[src/rtl/arrow_key_decoder.sv]
// Arrow-key decoder: turns PS/2 scan-code bytes into held levels and press
// ticks for the extended left/right arrow keys. Every other code is dropped.
// An inter-byte timeout abandons partially received sequences.
module arrow_key_decoder #(
  parameter logic [7:0] LEFT_CODE      = 8'h6B,
  parameter logic [7:0] RIGHT_CODE     = 8'h74,
  parameter int         REPEAT_EN      = 0,
  parameter int         TIMEOUT_CYCLES = 1_000_000
) (
  input  logic       clk,
  input  logic       reset,
  input  logic       rx_done_tick,
  input  logic [7:0] rx_data,
  output logic       left_key,
  output logic       right_key,
  output logic       left_tick,
  output logic       right_tick
);

  localparam logic [7:0] EXT_CODE = 8'hE0;
  localparam logic [7:0] BRK_CODE = 8'hF0;
  localparam int CNT_W = $clog2(TIMEOUT_CYCLES);
  localparam logic [CNT_W-1:0] CNT_MAX = CNT_W'(TIMEOUT_CYCLES - 1);
  localparam logic REPEAT = (REPEAT_EN != 0);

  typedef enum logic [1:0] {
    IDLE,
    EXT,
    EXT_BRK,
    BRK
  } state_t;

  state_t           state_q, state_d;
  logic [CNT_W-1:0] cnt_q, cnt_d;
  logic             left_key_q, left_key_d;
  logic             right_key_q, right_key_d;
  logic             left_tick_q, left_tick_d;
  logic             right_tick_q, right_tick_d;

  // State, timeout counter and all outputs are registered together.
  always_ff @(posedge clk or posedge reset) begin
    if (reset) begin
      state_q      <= IDLE;
      cnt_q        <= '0;
      left_key_q   <= 1'b0;
      right_key_q  <= 1'b0;
      left_tick_q  <= 1'b0;
      right_tick_q <= 1'b0;
    end else begin
      state_q      <= state_d;
      cnt_q        <= cnt_d;
      left_key_q   <= left_key_d;
      right_key_q  <= right_key_d;
      left_tick_q  <= left_tick_d;
      right_tick_q <= right_tick_d;
    end
  end

  // Decode a received byte from the current state; otherwise run the
  // timeout. A byte arriving at expiry wins over the timeout.
  always_comb begin
    state_d      = state_q;
    cnt_d        = cnt_q;
    left_key_d   = left_key_q;
    right_key_d  = right_key_q;
    left_tick_d  = 1'b0;
    right_tick_d = 1'b0;

    if (rx_done_tick) begin
      cnt_d = '0;
      case (state_q)
        IDLE: begin
          if (rx_data == EXT_CODE) begin
            state_d = EXT;
          end else if (rx_data == BRK_CODE) begin
            state_d = BRK;
          end else begin
            state_d = IDLE;
          end
        end
        EXT: begin
          state_d = IDLE;
          if (rx_data == BRK_CODE) begin
            state_d = EXT_BRK;
          end else if (rx_data == LEFT_CODE) begin
            left_tick_d = !left_key_q || REPEAT;
            left_key_d  = 1'b1;
          end else if (rx_data == RIGHT_CODE) begin
            right_tick_d = !right_key_q || REPEAT;
            right_key_d  = 1'b1;
          end else if (rx_data == EXT_CODE) begin
            state_d = EXT;
          end
        end
        EXT_BRK: begin
          state_d = IDLE;
          if (rx_data == LEFT_CODE) begin
            left_key_d = 1'b0;
          end else if (rx_data == RIGHT_CODE) begin
            right_key_d = 1'b0;
          end
        end
        BRK: begin
          state_d = IDLE;
        end
        default: begin
          state_d = IDLE;
        end
      endcase
    end else if (state_q == IDLE) begin
      cnt_d = '0;
    end else if (cnt_q == CNT_MAX) begin
      state_d = IDLE;
      cnt_d   = '0;
    end else begin
      cnt_d = cnt_q + CNT_W'(1);
    end
  end

  assign left_key   = left_key_q;
  assign right_key  = right_key_q;
  assign left_tick  = left_tick_q;
  assign right_tick = right_tick_q;

endmodule
[config.mk]
export PLATFORM = sky130hd
export DESIGN_NAME = arrow_key_decoder
export DESIGN_NICKNAME = d
export VERILOG_FILES = /design/src/rtl/arrow_key_decoder.sv
export SDC_FILE = /design/constraint.sdc
export NUM_CORES = 1
export LEC_CHECK = 0
export ABC_AREA = 1
export ABC_CLOCK_PERIOD_IN_PS = 1400
export BUFFER_PORTS_ARGS = -buffer_cell sky130_fd_sc_hd__buf_2
export CAP_MARGIN = 30
export CORE_UTILIZATION = 35
export DETAILED_ROUTE_END_ITERATION = 7
export GPL_ROUTABILITY_DRIVEN = 0
export SLEW_MARGIN = 40
export SYNTH_ARGS = -nofsm -noshare
export SYNTH_HDL_FRONTEND = slang
export SYNTH_SLANG_ARGS = --single-unit
[constraint.sdc]
create_clock -name clk -period 1.4 [get_ports clk]
set_clock_uncertainty 0.05 [all_clocks]
set_input_delay 0 -clock clk [delete_from_list [all_inputs] [get_ports clk]]
set_output_delay 0 -clock clk [all_outputs]
set_load 0.02 [all_outputs]
After elaboration in Yosys (flattened, before gate mapping). Index checks and enable logic that the tools add are counted.

Logic and storage cells: 64. Bits in registers: 26. Bits of input ports: 11. Output and inout port bits: 4.

Muxes and demuxes: 32. Reductions and logical operators: 9. Eq/ne operators: 16. $add $sub $neg: 1.

Operators by type and width (number): 20-bit 2-to-1 mux (3); 20-bit by 1-bit adder with 20-bit output, second input constant (1); 20-bit equality test, second input constant (1); 1-bit 2-to-1 mux (20); 8-bit by 7-bit equality test with 1-bit output, second input constant (2); 8-bit equality test, second input constant (2); 2-bit != test, second input constant (8); 2-bit 2-to-1 mux (6); 7-bit AND reduction (1); 2-bit case mux with 3 select lines (1); 5-bit AND reduction (1); 2-bit equality test, second input constant (2); 1-bit case mux with 2 select lines (2); 2-bit nonzero test (2); 2-bit by 1-bit equality test with 1-bit output, second input constant (1); 1-bit logical NOT (2); 2-bit logical NOT (1); 2-bit AND reduction (1); 2-bit OR reduction (1).

Depth between registers and ports, before layout. Gate-level depths: netlist of the first run.

Depth after elaboration: 7. Mapped depth: 10. Depth with buffers taken out: 9.

Least setup slack after synthesis of the first run. No wires, ideal clock.

Path kind: register to register. Start point: register cnt_q[0]. End point: register cnt_q[14]. Slack: -51 ps. Arrival: 1279 ps. Cell stages (with the launch flop): 10. Library setup time: 121 ps. Period minus slack after synthesis: 1451 ps. Path buffers: 1. Cell sequence: dfrtp_1 > ha_1 > nand3_2 > nor2_1 > nand3_2 > nand2_2 > nor2_4 > inv_4 > buf_6 > nor2_1.

Word-level cells in the longest chain between the ends: 4. Elaborated cells between the ends (all ways): 5. Classes of those cells: add/sub: 1; eq/ne: 1; mux: 3.

Ends and longest elaborated chain: start, declared (RTL line 34) `logic [CNT_W-1:0] cnt_q, cnt_d;`; start signal, assigned (RTL line 51) `cnt_q <= cnt_d;`; 20-bit by 1-bit adder with 20-bit output / 20-bit equality test (equally long branches) (RTL line 116, 112); 20-bit 2-to-1 mux * (RTL line 112) `end else if (cnt_q == CNT_MAX) begin`; 20-bit 2-to-1 mux * (RTL line 110) `end else if (state_q == IDLE) begin`; 20-bit 2-to-1 mux * (RTL line 69) `if (rx_done_tick) begin`; via cnt_d[14] (RTL line 34).

Mark *: on every way through the listed nets, which the timed path passes. The rest lies on a longest branch. A chain may end at the register's enable or synchronous reset.

Worst setup path after layout of the first run.
Start point: register cnt_q[0]. End point: register cnt_q[16].

Same word-level chain as after synthesis.

==> flow_metrics.tcl, run 1 <==
set metrics [dict create \
    synth_area_sq_mm 0.00147 \
    wl_microns 3080 \
    synth-simple-area-share_pct 37.6 \
    min_period_ns 1.38 \
    worstPathRequired_ns 1.52 \
    vias 1322 \
    syn_area_per_cell_sq_um 7.49 \
    synthDistinctLibCells 24 \
    synth_fa_ha_area_share_pct 0.853 \
    via_per_inst 4.64 \
    tightestPinTransition_ns 0.340 \
    multiInputGateArea_sq_um 741 \
    port_buffers 14 \
    cp-end-kind "register" \
    cts-root-buf "clkbuf_8" \
    min-delay-path-class "in -> reg" \
    regArea_sq_um 652 \
    reg2regPathDepth 8 \
    drt.antenna.violating_nets 0 \
    clockBufferDepth 2 \
    cts_tree "built" \
    synth_fp_nets 208 \
    overflow 0 \
    maxSlewViolCount 0 \
    total_power_mw 1.38 \
    stdcell_area_sq_mm 0.00185 \
    clkLatencyLatePin_ns 0.27 \
    drt_first_pass_iters 4 \
    n_antenna_cell 0 \
    antenna_found_initial 0 \
    powerDensity_mw_per_mm2 749 \
    worstPathArrival_ns 1.51 \
    grt_pass1_wl_microns 5180 \
    yosys_warnings 0 \
    clk_pin_slew_ns 0.09 \
    final_common_cell "nor2_1" \
    die_y_microns 66.8 \
    layoutNonFillerInstCount 285 \
    clock-sinks 26 \
    die-area_sq_mm 0.00446 \
    fp.dieW_microns 66.8 \
    r2r_start "cnt_q[0]" \
    drc 0 \
    hold_viol 0 \
    fin_setup_tns_ns 0 \
    finalSetupViolCount 0 \
    synth_xor_area_share_pct 7.76 \
    min_period_over_period_pct 98.9 \
    ys_async_sr_fraction_pct 100 \
    cp-start-kind "register" \
    synth-seq-cells 26 \
    r2r_end "cnt_q[16]" \
    drive_gt1_share_pct 26.4 \
    start_util_pct 36.7 \
    slew_headroom_pct 77.3 \
    p_leak_nw 0.863 \
    seq_area_frac_synth_pct 44.3 \
    grt_start_max_net_pins 27 \
    final_util_pct 46.2 \
    syn_inst 196 \
    num-fill-cells 392 \
    synth_edf_count 0 \
    grt_pass1_vias 1191 \
    io_pins 15 \
    synth_top_family_by_area "simple AND/OR/NAND/NOR gates" \
    synthMuxAreaShare_pct 0 \
    place_area_sq_mm 0.00173 \
    crit_path_start "cnt_q[0]" \
    drt_iter0_markers 102 \
    synth_compound_area_share_pct 2.13 \
    wl_per_cell_microns 10.8 \
    mostFrequentLayoutCells "nor2_1 (45), nand2_1 (36), dfrtp_1 (25)" \
    placed_cells 278 \
    hpwl_microns 2300 \
    areaGrowthSynthToFinish_pct 25.8 \
    htreeDepth 1 \
    ir_worst_vdd_v 0.000332 \
    rsz0062_at_grt "yes" \
    critical_path.endpoint "cnt_q[16]" \
    cts_made_buffers 3 \
    ys.flop_type "dfrtp_1" \
    core_area_sq_mm 0.00400 \
    path_class "reg -> reg" \
    critPathMaxFanout 16 \
    max_freq_mhz 722 \
    nets 249 \
    maxCapViolations 0 \
    r2r_slack_ns 0.02 \
    num_rows 23 \
    grt_usage_pct 15.5 \
    status "finished clean" \
]
[critical path, cell delays in order, from the launching register on]
cell,delay [ns]
dfrtp_1,0.37
ha_2,0.20
nand3_2,0.09
nor2_1,0.12
nand3_2,0.09
nand2_2,0.11
nor2_4,0.06
inv_6,0.12
nor2_1,0.07
[kinds of logic (layout without fill, tap and decap cells)]
group	count (synthesis)	after routing
buf+inv	26	65
fa+ha+maj	1	1
compound gates	6	6
xor+xnor	13	13
simple gates	124	124
flops	26	26
[power by group]
group | total, mW | internal (mW) | switching, mW
Combinational | 0.177 | 0.0668 | 0.110
Clock | 0.432 | 0.193 | 0.238
Sequential | 0.774 | 0.762 | 0.0121
Total | 1.38 | 1.02 | 0.361
[per-layer routing]
metal / part of all wire (%) / vias up / global-route usage (%)
li1: - / 692 / -
met1: 50 / 610 / 20.7
met2: 47 / 13 / 24.6
met3: 2.0 / 7 / 2.91
met4: 1.8 / 0 / 5.85
met5: 0 / - / 0
[Yosys cell counts (2+ instances only)]
| library cell | number | area share, % |
|---|---|---|
| xor2_1 | 10 | 6.0 |
| nor2_2 | 2 | 0.85 |
| nor2_1 | 49 | 13 |
| nand3_1 | 11 | 3.8 |
| nand3_2 | 3 | 2.0 |
| inv_1 | 23 | 5.9 |
| and2_1 | 2 | 0.85 |
| dfrtp_1 | 26 | 44 |
| nand4_1 | 6 | 2.6 |
| xnor2_1 | 3 | 1.8 |
| a21oi_1 | 2 | 0.68 |
| nor3_1 | 6 | 2.0 |
| nand2_2 | 2 | 0.85 |
| o21ai_0 | 3 | 1.0 |
| nand2_1 | 39 | 10 |
[final cells by class]
class	count	share of cell area, %
Multi-Input combinational cell	144	40.1
Sequential cell	26	35.3
Timing Repair Buffer	37	13.6
Inverter	25	5.35
Tap cell	50	3.39
Clock buffer	3	2.24
[state kept, by name, indices dropped and copies added (netlist names)]
signal / flops
state_q: 2
right_key: 1
left_tick: 1
cnt_q: 20
right_tick: 1
left_key: 1
[through the flow]
step / worst slack [ns] / hold WS (ns)
global placement: 0.0209 / 0.0234
detailed placement: -0.0208 / 0.0261
CTS: 0.00165 / 0.0636
global route: -0.0999 / 0.136
finish: 0.0158 / 0.0666
floorplan: -0.0182 / -0.00998
[how the worst min path moves through the flow]
| stage | startpoint | endpoint | slack, ns | cells after the start |
|---|---|---|---|---|
| floorplan | reset | cnt_q[0] | -0.01 | 1 |
| global placement | reset | cnt_q[13] | 0.02 | 3 |
| detailed placement | reset | cnt_q[15] | 0.03 | 3 |
| CTS | rx_data[2] | right_tick | 0.06 | 5 |
| global route | rx_data[2] | right_tick | 0.14 | 5 |
| finish | rx_data[2] | right_tick | 0.07 | 5 |
[timing repair]
item | 4_1_cts | 5_1_grt
cloned | 0 | 0
resized for setup | 2 | 12
setup buffers | 0 | 2
hold buffers | 2 | 0
setup endpoints to repair | 17 | 20
pin swaps | 1 | 11
endpoints found under the hold margin | 29 | 0
Note: power is estimated with default switching activity, not from simulation.
==> run 2, diff against run 1 <==
--- a/config.mk
+++ b/config.mk
@@ -10,6 +10,7 @@
 export BUFFER_PORTS_ARGS = -buffer_cell sky130_fd_sc_hd__buf_2
 export CAP_MARGIN = 30
 export CORE_UTILIZATION = 35
+export CTS_BUF_LIST = sky130_fd_sc_hd__clkbuf_4
 export DETAILED_ROUTE_END_ITERATION = 7
 export GPL_ROUTABILITY_DRIVEN = 0
 export SLEW_MARGIN = 40
==> run 2 against run 1 <==
  * Register-to-register slack about the same
  * Via count up 1.3%
  * Clock power down 25%
  * Largest cell class unchanged
==> flow_metrics.tcl, run 2 (same netlist as run 1, synthesis figures left out) <==
set metrics [dict create \
    status "finished clean" \
    r2r_end "cnt_q[6]" \
    cp_common_cell "nand3_2" \
    core_area_sq_mm 0.00400 \
    worstHoldEndpoint "right_tick" \
    die-area_sq_mm 0.00446 \
    clockPowerShare_pct 25.4 \
    reg_top3 "cnt_q (20), state_q (2)" \
    switching_share_pct 27.1 \
    crit_chain "ha_2, nand3_2, nor2_1, nand3_2, nand2_2, nor2_4, inv_6, nor2_2" \
    port_buffers 14 \
    p_int_mw 0.933 \
    clock-sinks 26 \
    drive_gt1_share_pct 25.8 \
    rsz0062_at_grt "yes" \
    finalSetupViolCount 0 \
    tightestPinTransition_ns 0.337 \
    worstPathArrival_ns 1.61 \
    maxCapViolations 0 \
    wl_per_cell_microns 10.9 \
    placed_cells 278 \
    powerDensity_mw_per_mm2 699 \
    n_antenna_cell 0 \
    p_leak_nw 0.860 \
    drt_iter0_markers 77 \
    place_area_sq_mm 0.00173 \
    path_class "reg -> reg" \
    min_from "rx_data[7]" \
    wl_microns 3130 \
    grt_pass1_wl_microns 5180 \
    overflow 0 \
    clkLatencyLatePin_ns 0.32 \
    stdcell_area_sq_mm 0.00183 \
    r2r_slack_ns 0.005 \
    mostFrequentLayoutCells "nor2_1 (45), nand2_1 (36), dfrtp_1 (25)" \
    htreeDepth 1 \
    min_period_over_period_pct 99.7 \
    setup_ws_ns 0.00471 \
    slowest_stage "dfrtp_1" \
    cp-end-kind "register" \
    grt_start_max_net_pins 27 \
    min_delay_path_depth 6 \
    critPathMaxFanout 16 \
    drc 0 \
    io_pins 15 \
    areaGrowthSynthToFinish_pct 24.6 \
    worstPathRequired_ns 1.61 \
    grt_pass1_vias 1216 \
    comb_power_share_pct 14.0 \
    largest_register_ffs 20 \
    min-delay-path-class "in -> reg" \
    die_y_microns 66.8 \
    num_rows 23 \
    max_freq_mhz 717 \
    grt_usage_pct 15.3 \
    place_ws_ns -0.0208 \
    slew_headroom_pct 77.5 \
    nets 250 \
    cts-root-buf "clkbuf_4" \
    reg2regPathDepth 8 \
    regMostFlops "cnt_q" \
    cts_made_buffers 3 \
    min_period_ns 1.40 \
    switchingPower_mw 0.346 \
    antenna_found_initial 0 \
    via_per_inst 4.68 \
    start_util_pct 36.7 \
    fin_setup_tns_ns 0 \
    cp-start-kind "register" \
    ir_worst_vdd_v 0.000333 \
    seqPwrFrac_pct 60.6 \
    cts_tree "built" \
    hpwl_microns 2300 \
    final_util_pct 45.7 \
    clockBufferDepth 2 \
    fp.dieW_microns 66.8 \
    vias 1339 \
    r2r_start "cnt_q[0]" \
    hold_viol 0 \
    final_common_cell "nor2_1" \
    max_stage_delay_ns 0.41 \
    drt_first_pass_iters 4 \
    drt.antenna.violating_nets 0 \
    clk_pin_slew_ns 0.14 \
    maxSlewViolCount 0 \
    layoutNonFillerInstCount 286 \
]
[run 2: changes by cell type in the layout (fill, tap and decap cells not counted)]
cell | before | now
nor3_2 | 1 | 0
dlygate4sd3_1 | 2 | 3
buf_6 | 1 | 0
buf_4 | 20 | 21
nor3_1 | 5 | 6
clkbuf_8 | 3 | 0
clkbuf_4 | 0 | 3
[run 2: final cells by class]
| class | count | area [sq um] |
|---|---|---|
| Sequential cell | 26 | 652 |
| Clock buffer | 3 | 22.5 |
| Tap cell | 50 | 62.6 |
| Timing Repair Buffer | 38 | 258 |
| Fill cell | 396 | 2170 |
| Multi-Input combinational cell | 144 | 736 |
| Inverter | 25 | 98.8 |
[run 2: critical path, delay by kind of cell (launching register included)]
| kind | cells | cell delay [ns] |
|---|---|---|
| and+or+nand+nor | 6 | 0.57 |
| DFF | 1 | 0.41 |
| adders and majority gates | 1 | 0.21 |
| buffers and inverters | 1 | 0.10 |
[run 2: power groups by stage]
stage,registers (mW),clock network [mW],logic [mW]
after floorplan,0.789,0,0.110
after global placement,0.789,0,0.168
after detailed placement,0.789,0,0.170
after CTS,0.775,0.338,0.181
after global routing,0.776,0.355,0.204
final,0.775,0.325,0.179
[run 2: what timing repair did]
item,4_1_cts,5_1_grt
buffers inserted,0,2
endpoints found under the setup margin,17,20
gates resized for setup,3,9
hold endpoints to repair,32,0
pin swaps,1,6
hold buffers,3,0
[run 2: per-layer routing]
layer | share of wire, % | track usage (%) | vias to the layer above | wire (microns)
met4 | 1.4 | 5.05 | 0 | 43
met1 | 49 | 20.4 | 617 | 1540
met5 | 0 | 0 | - | 0
met3 | 2.3 | 2.40 | 7 | 71
li1 | - | - | 696 | -
met2 | 47 | 25.1 | 19 | 1470
[run 2: worst max-delay path by stage]
stage                  start   endpoint  slack [ns]
finish              cnt_q[0]   cnt_q[6]       0.005
global route        cnt_q[0]   cnt_q[1]       -0.11
CTS                 cnt_q[0]  cnt_q[16]      -0.003
detailed placement  cnt_q[1]   cnt_q[8]       -0.02
global placement    cnt_q[0]  cnt_q[16]        0.02
floorplan           cnt_q[0]  cnt_q[14]       -0.02
[run 2: stage by stage]
stage | power, mW | hold slack [ns]
6_report | 1.28 | 0.00541
2_1_floorplan | 0.899 | -0.00998
4_1_cts | 1.29 | 0.00427
5_1_grt | 1.34 | 0.0682
3_3_place_gp | 0.957 | 0.0234
3_5_place_dp | 0.959 | 0.0261
==> run 3, diff against run 2 <==
--- a/config.mk
+++ b/config.mk
@@ -7,10 +7,11 @@
 export LEC_CHECK = 0
 export ABC_AREA = 1
 export ABC_CLOCK_PERIOD_IN_PS = 1400
-export BUFFER_PORTS_ARGS = -buffer_cell sky130_fd_sc_hd__buf_2
+export BUFFER_PORTS_ARGS = -buffer_cell sky130_fd_sc_hd__clkbuf_2
 export CAP_MARGIN = 30
 export CORE_UTILIZATION = 35
 export CTS_BUF_LIST = sky130_fd_sc_hd__clkbuf_4
+export CTS_CLUSTER_SIZE = 10
 export DETAILED_ROUTE_END_ITERATION = 7
 export GPL_ROUTABILITY_DRIVEN = 0
 export SLEW_MARGIN = 40
==> run 3 against run 2 <==
  * The run now ends with negative setup slack left
  * Global-route usage grew 0.50 points
  * Fmax down 0.80%
  * Cell area grew 2.1%
  * Via count fell by 2.1%
  * First-iteration DRC count down 42%
  * Combinational power is 2% higher
  * Sequential power barely moved
  * Sequential cell count unchanged
  * Non-clock buffer count is 1 higher
  * Power grew 16%
  * Critical endpoint is now cnt_q[16]
  * Largest cell class unchanged
==> flow_metrics.tcl, run 3 (same netlist as run 1, synthesis figures left out) <==
set metrics [dict create \
    ir_worst_vdd_v 0.000462 \
    r2r_end "cnt_q[16]" \
    critical_path.endpoint "cnt_q[16]" \
    grt_start_max_net_pins 27 \
    areaGrowthSynthToFinish_pct 27.3 \
    final_common_cell "nor2_1" \
    drt.antenna.violating_nets 0 \
    drt_iter0_markers 45 \
    crit_chain "ha_2, nand3_2, nor2_2, nand3_2, nand2_2, nor2_4, inv_6, nor2_1" \
    drive_gt1_share_pct 25.6 \
    cts-root-buf "clkbuf_4" \
    largest_register_ffs 20 \
    path_depth 8 \
    htreeDepth 1 \
    wl_microns 3100 \
    min_delay_path_depth 6 \
    min_period_ns 1.41 \
    finalSetupViolCount 2 \
    hold_viol 0 \
    via_per_inst 4.55 \
    critPathMaxFanout 16 \
    antenna_found_initial 0 \
    cp-start-kind "register" \
    grt_pass1_wl_microns 5380 \
    max_stage_delay_ns 0.38 \
    clk_pin_slew_ns 0.15 \
    switchingPower_mw 0.356 \
    crit_path_start "cnt_q[1]" \
    fin_hold_ws_ns 0.00450 \
    vias 1311 \
    maxCapViolations 0 \
    reg_top3 "cnt_q (20), state_q (2)" \
    setup_ws_ns -0.00648 \
    rsz0062_at_grt "yes" \
    worstPathArrival_ns 1.59 \
    die_y_microns 66.8 \
    clkLatencyLatePin_ns 0.33 \
    max_freq_mhz 711 \
    n_antenna_cell 0 \
    tightestPinTransition_ns 0.339 \
    slowest_stage "dfrtp_1" \
    start_util_pct 36.7 \
    clockPowerShare_pct 35.5 \
    grt_pass1_vias 1231 \
    cp_common_cell "nand3_2" \
    placed_cells 278 \
    min-delay-path-class "in -> reg" \
    overflow 0 \
    regMostFlops "cnt_q" \
    r2r_slack_ns -0.006 \
    core_area_sq_mm 0.00400 \
    slew_headroom_pct 77.4 \
    cts_made_buffers 3 \
    crit_buf_inv 1 \
    critical_path.top_delay_family "simple AND/OR/NAND/NOR gates" \
    wl_per_cell_microns 10.8 \
    min_period_over_period_pct 100 \
    r2r_start "cnt_q[1]" \
    comb_power_share_pct 12.4 \
    clockBufferDepth 2 \
    p_int_mw 1.13 \
    clock-sinks 26 \
    switching_share_pct 24.0 \
    violations "negative setup slack" \
    path_class "reg -> reg" \
    cp-end-kind "register" \
    num-fill-cells 413 \
    drc 0 \
    nets 251 \
    hpwl_microns 2300 \
    io_pins 15 \
    drt_first_pass_iters 4 \
    seqPwrFrac_pct 52.2 \
    p_leak_nw 0.880 \
    powerDensity_mw_per_mm2 794 \
    num_rows 23 \
    grt_usage_pct 15.8 \
    maxSlewViolCount 0 \
    reg2regPathDepth 8 \
    mostFrequentLayoutCells "nor2_1 (42), nand2_1 (38), dfrtp_1 (26)" \
    port_buffers 14 \
    layoutNonFillerInstCount 288 \
    cts_tree "built" \
    die-area_sq_mm 0.00446 \
    status "complete, but fails checks" \
    fp.dieW_microns 66.8 \
    worstPathRequired_ns 1.58 \
]
## run 3: changes by cell type in the layout (fill, tap and decap cells not counted), moves of 2 or more
| cell | delta |
|---|---|
| nand2_1 | +2 |
| nor2_1 | -3 |
| nor2_2 | +3 |
| nand2_2 | -2 |
| clkbuf_2 | +14 |
| buf_2 | -14 |
## run 3: worst reg2reg max path, cell delays in order (launching register included)
cell and delay [ns]:
dfrtp_1 0.38, ha_2 0.21, nand3_2 0.10, nor2_2 0.11
nand3_2 0.09, nand2_2 0.11, nor2_4 0.06, inv_6 0.13
nor2_1 0.07
## run 3: worst min path at each step
| stage | startpoint | to | slack (ns) |
|---|---|---|---|
| after floorplan | reset | cnt_q[0] | -0.01 |
| after global placement | reset | cnt_q[13] | 0.005 |
| after detailed placement | reset | cnt_q[13] | 0.005 |
| after CTS | rx_data[3] | right_tick | 0.002 |
| after global routing | rx_data[0] | left_tick | 0.04 |
| final | rx_data[3] | right_tick | 0.004 |
## run 3: power groups by stage
stage	clock, mW	combinational [mW]	sequential, mW
2_1_floorplan	0	0.110	0.789
3_3_place_gp	0	0.170	0.789
3_5_place_dp	0	0.170	0.788
4_1_cts	0.547	0.181	0.774
5_1_grt	0.560	0.208	0.776
6_report	0.526	0.183	0.774
## run 3: through the flow
stage / setup WS, ns / cell area [sq um] / TNS, ns / power, mW / utilization (%)
floorplan: -0.0182 / 1470 / -0.168 / 0.899 / -
global placement: -0.0733 / 1730 / -0.0795 / 0.959 / 43.4
detailed placement: -0.0896 / 1730 / -0.622 / 0.958 / 43.4
CTS: -0.0137 / 1840 / -0.0261 / 1.50 / 46.0
global route: -0.129 / 1870 / -2.22 / 1.54 / 46.7
finish: -0.00648 / 1870 / -0.0117 / 1.48 / 46.7
## run 3: repair_timing
| item | CTS | global route |
|---|---|---|
| pin swaps | 1 | 2 |
| endpoints found under the setup margin | 17 | 21 |
| gates cloned | 0 | 0 |
| endpoints found under the hold margin | 33 | 0 |
| gates resized for setup | 7 | 5 |
| hold buffers | 4 | 0 |
| buffers inserted | 0 | 2 |
## run 3: final cells by class
type                       instances  area, sq um  share of cell area (%)
clock inverter                     1         30.0                    1.61
multi-input combinational        144          732                    39.2
clock buffer                       3         22.5                    1.21
tap                               50         62.6                    3.35
sequential                        26          651                    34.8
inverter                          25         98.8                    5.29
timing repair buffer              39          272                    14.5
## run 3: layer usage
metal | part of all wire (%) | up-vias | global-route usage, %
met5 | 0 | - | 0
met4 | 0.77 | 0 | 4.26
met3 | 1.7 | 3 | 2.91
met2 | 48 | 9 | 25.6
met1 | 49 | 601 | 21.4
li1 | - | 698 | -
